**src/rtl/ack_bus_pkg.sv**
```systemverilog
// Shared constants, state encoding and helpers for the ACK bus round-robin scheduler.
// HOLD_MAX bounds a single grant and only matters when ACK_ARB_WATCHDOG_EN is defined.
package ack_bus_pkg;

  localparam int unsigned NUM_REQ  = 4;
  localparam int unsigned ID_W     = 2;
  localparam int unsigned HOLD_MAX = 15;

  localparam logic [ID_W-1:0] ID_MEM  = 2'd0;
  localparam logic [ID_W-1:0] ID_SHA  = 2'd1;
  localparam logic [ID_W-1:0] ID_AES  = 2'd2;
  localparam logic [ID_W-1:0] ID_CTRL = 2'd3;

  typedef enum logic [1:0] {
    StIdle    = 2'd0,
    StGrant   = 2'd1,
    StRelease = 2'd2
  } state_e;

  function automatic logic [NUM_REQ-1:0] id_onehot(input logic [ID_W-1:0] id);
    return NUM_REQ'(1) << id;
  endfunction

endpackage

```
**src/rtl/ack_rr_pick.sv**
```systemverilog
// Rotate-priority picker: first set request bit scanning ptr, ptr+1, ... modulo 4.
module ack_rr_pick
  import ack_bus_pkg::*;
(
  input  logic [NUM_REQ-1:0] req,
  input  logic [ID_W-1:0]    ptr,
  output logic               any,
  output logic [ID_W-1:0]    pick
);

  logic [ID_W-1:0] idx;

  always_comb begin
    any  = 1'b0;
    pick = ptr;
    idx  = ptr;
    for (int i = 0; i < NUM_REQ; i++) begin
      idx = ptr + ID_W'(i);
      if (!any && req[idx]) begin
        any  = 1'b1;
        pick = idx;
      end
    end
  end

endmodule

```
**src/rtl/ack_bus_rr_scheduler.sv**
```systemverilog
// Registered round-robin grant for the shared ACK bus with one turnaround cycle per release.
// Define ACK_ARB_WATCHDOG_EN to force-release grants held for HOLD_MAX cycles.
module ack_bus_rr_scheduler
  import ack_bus_pkg::*;
(
  input  logic               clk,
  input  logic               rst_n,
  input  logic [NUM_REQ-1:0] req,
  output logic [NUM_REQ-1:0] gnt,
  output logic [ID_W-1:0]    winner_id,
  output logic               ack_event,
  output logic               busy,
  output logic               timeout
);

  state_e          state_q;
  logic [ID_W-1:0] rr_ptr;
  logic            pick_any;
  logic [ID_W-1:0] pick_id;
  logic            owner_req;
  logic            hold_expired;

  ack_rr_pick u_pick (
    .req  (req),
    .ptr  (rr_ptr),
    .any  (pick_any),
    .pick (pick_id)
  );

  assign owner_req = req[winner_id];

`ifdef ACK_ARB_WATCHDOG_EN
  localparam int unsigned CntW = $clog2(HOLD_MAX + 1);

  logic [CntW-1:0] hold_cnt;

  // Counter sits at 0 outside GRANT, so it reads k-1 in the k-th GRANT cycle.
  assign hold_expired = (hold_cnt == CntW'(HOLD_MAX - 1));

  always_ff @(posedge clk or negedge rst_n) begin
    if (!rst_n) begin
      hold_cnt <= '0;
      timeout  <= 1'b0;
    end else begin
      timeout  <= (state_q == StGrant) && owner_req && hold_expired;
      hold_cnt <= (state_q == StGrant) ? hold_cnt + CntW'(1) : '0;
    end
  end
`else
  assign hold_expired = 1'b0;
  assign timeout      = 1'b0;
`endif

  always_ff @(posedge clk or negedge rst_n) begin
    if (!rst_n) begin
      state_q   <= StIdle;
      gnt       <= '0;
      winner_id <= '0;
      ack_event <= 1'b0;
      busy      <= 1'b0;
      rr_ptr    <= '0;
    end else begin
      ack_event <= 1'b0;
      unique case (state_q)
        StIdle: begin
          if (pick_any) begin
            gnt       <= id_onehot(pick_id);
            winner_id <= pick_id;
            ack_event <= 1'b1;
            busy      <= 1'b1;
            state_q   <= StGrant;
          end
        end
        StGrant: begin
          if (!owner_req || hold_expired) begin
            gnt     <= '0;
            rr_ptr  <= winner_id + ID_W'(1);
            state_q <= StRelease;
          end
        end
        StRelease: begin
          busy    <= 1'b0;
          state_q <= StIdle;
        end
        default: begin
          gnt     <= '0;
          busy    <= 1'b0;
          state_q <= StIdle;
        end
      endcase
    end
  end

endmodule

```
**config.mk**
```make
export PLATFORM = sky130hd
export DESIGN_NAME = ack_bus_rr_scheduler
export DESIGN_NICKNAME = d
export VERILOG_FILES = /design/src/rtl/ack_bus_pkg.sv /design/src/rtl/ack_rr_pick.sv /design/src/rtl/ack_bus_rr_scheduler.sv
export SDC_FILE = /design/constraint.sdc
export NUM_CORES = 1
export LEC_CHECK = 0
export CAP_MARGIN = 30
export CELL_PAD_IN_SITES_DETAIL_PLACEMENT = 0
export CELL_PAD_IN_SITES_GLOBAL_PLACEMENT = 2
export CORE_MARGIN = 2
export CORE_UTILIZATION = 28
export DETAILED_ROUTE_END_ITERATION = 10
export GPL_TIMING_DRIVEN = 0
export PLACE_DENSITY_LB_ADDON = 0.1
export SLEW_MARGIN = 20
export SYNTH_ARGS = -nofsm -noshare
export SYNTH_HDL_FRONTEND = slang
export SYNTH_SLANG_ARGS = --single-unit
```
**constraint.sdc**
```tcl
create_clock -name clk -period 1.8 [get_ports clk]
set_clock_uncertainty 0.05 [all_clocks]
set_input_delay 0.45 -clock clk [delete_from_list [all_inputs] [get_ports clk]]
set_output_delay 0.45 -clock clk [all_outputs]
set_load 0.01 [all_outputs]
```
==> flow_summary_export.csv <==
group,metric,value,unit
outcome,status,"completed",
power,p_leak,0.3466,nW
die,die_width,49.93,um
finish,finalNonFillerCells,99,
placed_design,gp_congestion,0.6270,
clocking,clk_latency,260,ps
global_routing,antenna_found_initial,0,
power,powerDensity,1620,nW/um^2
detailed_routing,wl,1288,um
worst_setup_path,critPathCaptureType,"output port",
worst_setup_path,crit_type,"flop to output port",
clocking,htree_levels,1,
clocking,cts_hold_buf,0,
worst_setup_path,cp_num_cells,1,
detailed_routing,drt_pass1_iterations,2,
global_routing,groute.usage.overall,0.1138,
die,core,1982,sq um
sta,setup_tns,0,ps
clocking,clk_path_buf_depth,2,
die,start_util,0.2980,
min_path,hold_start,"gnt[0]$_DFFE_PN0P_",
detailed_routing,via_count,473,
placed_design,postPlaceCellArea,754.5,sq um
placed_design,numPortBuffers,13,
worst_setup_path,r2r_end,"gnt[2]$_DFFE_PN0P_",
synth,ys_ff_latch,12,
sta,slew_viol_final,0,
sta,worst_slack,53.01,ps
global_routing,grt_pass1_wl,2139,um
placed_design,hpwl,1023,um
min_path,hold_path_depth,1,
finish,seq_area,301.5,sq um
worst_setup_path,arrival,1250,ps
placed_design,post-place-ws,-505.7,ps
synth,synthCells,56,
synth,syn_area,590.6,sq um
finish,stdcell_area,787.0,sq um
power,swShare,0.3760,
sta,finalSetupViolations,0,
global_routing,gr-total-overflow,0,
worst_setup_path,critPathMaxFanout,4,
finish,antenna_cells,0,
global_routing,grt_max_degree,13,
worst_setup_path,max_stage_delay,560,ps
sta,finalHoldViolCount,0,
clocking,cts_made_buffers,3,
sta,tightestPinTransition,544.5,ps
clocking,cts_tree,"done",
worst_setup_path,r2r_cells,4,
synth,ys_seq_area_frac,0.5085,
die,dieHeight,49.93,um
detailed_routing,wl_per_cell,13.01,um
power,power.switching,0.0004793,W
finish,synthToLayoutAreaGrowth,33.26,%
worst_setup_path,r2r-start,"winner_id[0]$_DFFE_PN0P_",
synth,yosysUniqueCellTypes,25,
power,vdd.ir_drop.worst,703.8,uV
worst_setup_path,crit_required,1300,ps
clocking,path_clk_slew,60,ps
min_path,whs_endpoint,"gnt[0]$_DFFE_PN0P_",
sta,slew_headroom,0.6358,
power,pwr-share-comb,0.482,
sta,rsz0062_at_grt,"no",
synth,syn_avg_cell_area,10.55,sq um
detailed_routing,drtAntennaViolNets,0,
finish,finalNetCount,80,
die,ios,15,
finish,final_common_cell,"dfrtp_1",
sta,layout_min_cycle_time,1747,ps
power,clockPowerShare,0.119,
placed_design,place_inst,96,
die,die-area,2493,sq um
global_routing,first_global_vias,446,
detailed_routing,vias_per_cell,4.778,
power,p_seq_frac,0.399,
min_path,min_path_type,"flop to flop",
synth,synth_nets,62,
worst_setup_path,path_buf_inv,1,
finish,multiInputGateArea,276.5,sq um
worst_setup_path,crit_slowest_cell,"clkdlybuf4s50_1",
job,drv_cap,0,
clocking,cts_sinks,12,
synth,yosysWarnings,0,
power,intPower,0.0007955,W
finish,fillers,209,
worst_setup_path,critPathLaunchType,"flop",
worst_setup_path,crit_chain,"clkdlybuf4s50_1",
sta,fmax,0.5724,GHz
finish,final_layout_size_suffix_gt1_frac,0.1528,
detailed_routing,drc,0,
worst_setup_path,critPathTopFamily,"buffers and inverters",
clocking,cts-root-buf,"clkbuf_4",
sta,period_share,0.9705,
die,row_count,16,
finish,final_cell_mix,"dfrtp_1 (11), clkdlybuf4s50_1 (9), a21oi_1 (5)",
worst_setup_path,ff2ff_setup_slack,180,ps
detailed_routing,drtIter0Drc,3,
finish,final_util,0.3971,
-- cells by family after synthesis --
group	Yosys count	synth area share
xor+xnor	1	0.01483
simple gates	16	0.1631
buf+inv	6	0.04660
other cells	1	0.006350
compound gates	19	0.2224
flops	12	0.5085
mux	1	0.03813
-- area by class of cell --
class | count | area share
flip-flops and latches | 12 | 0.3831
multi-input cells | 38 | 0.3514
repair buffers | 13 | 0.1590
well taps | 27 | 0.04293
clock buffers | 3 | 0.02862
inverters | 4 | 0.01908
plain buffers | 2 | 0.01590
-- metrics by stage --
stage / hold slack [ps] / power, W
after detailed placement: 434.1 / 0.001114
after global placement: 434.2 / 0.001111
after global routing: 459.9 / 0.001377
after floorplan: 104.4 / 0.0008568
final: 451.6 / 0.001275
after CTS: 454.2 / 0.001299
-- power groups by stage --
stage                     combinational [W]  clock [W]  sequential (W)
final                              0.000614   0.000152        0.000509
after global routing               0.000675   0.000172        0.000530
after global placement             0.000605          0        0.000507
after floorplan                    0.000338          0        0.000519
after CTS                          0.000625   0.000163        0.000511
after detailed placement           0.000604          0        0.000510
-- worst reg2reg max path: stages (launching register included) --
cell      delay, ps
dfrtp_2         410
mux4_2          580
nand2b_1        150
a21oi_4          80
a22o_1          240
-- sequential cells by signal, indices dropped and copies added, names as in the netlist --
name and count:
busy 1, ack_event 1, state_q 2, rr_ptr 2, gnt 4, winner_id 2
-- worst max-delay path by stage --
stage                             start                  to  slack, ps
3_3_place_gp                     req[0]  gnt[2]$_DFFE_PN0P_       -500
4_1_cts        winner_id[1]$_DFFE_PN0P_        winner_id[1]         30
5_1_grt        winner_id[1]$_DFFE_PN0P_        winner_id[1]          6
6_report       winner_id[1]$_DFFE_PN0P_        winner_id[1]         50
3_5_place_dp                     req[0]  gnt[2]$_DFFE_PN0P_       -510
2_1_floorplan  winner_id[0]$_DFFE_PN0P_  gnt[2]$_DFFE_PN0P_        200
-- synth_stat cells (all sizes together) --
cell / count / area (sq um)
o2111ai: 1 / 8.760
nor3b: 1 / 18.77
nand3: 1 / 5.000
nor4: 1 / 6.260
nor2b: 1 / 6.260
mux4: 1 / 22.52
a211oi: 2 / 15.01
conb: 1 / 3.750
dfrtp: 12 / 300.3
a21oi: 6 / 33.78
a211o: 1 / 8.760
buf: 2 / 12.51
inv: 4 / 15.01
xnor2: 1 / 8.760
or2: 1 / 6.260
or3: 2 / 12.51
a21o: 2 / 15.01
o2bb2ai: 2 / 17.52
nand2: 3 / 11.26
o21ai: 3 / 15.01
a22o: 2 / 17.52
nor2: 3 / 11.26
nand2b: 3 / 18.77
-- repair_timing --
item,in CTS,in global routing
gates resized for setup,7,0
endpoints found under the setup margin,8,0
setup buffers,0,0
-- routing by layer --
metal | vias to the layer above | share of wire | track usage
li1 | 233 | - | -
met1 | 230 | 0.47 | 0.1521
met2 | 10 | 0.47 | 0.1711
met3 | 0 | 0.064 | 0.05455
met4 | 0 | 0 | 0.01389
met5 | - | 0 | 0
Note: power is estimated with default switching activity, not from simulation.
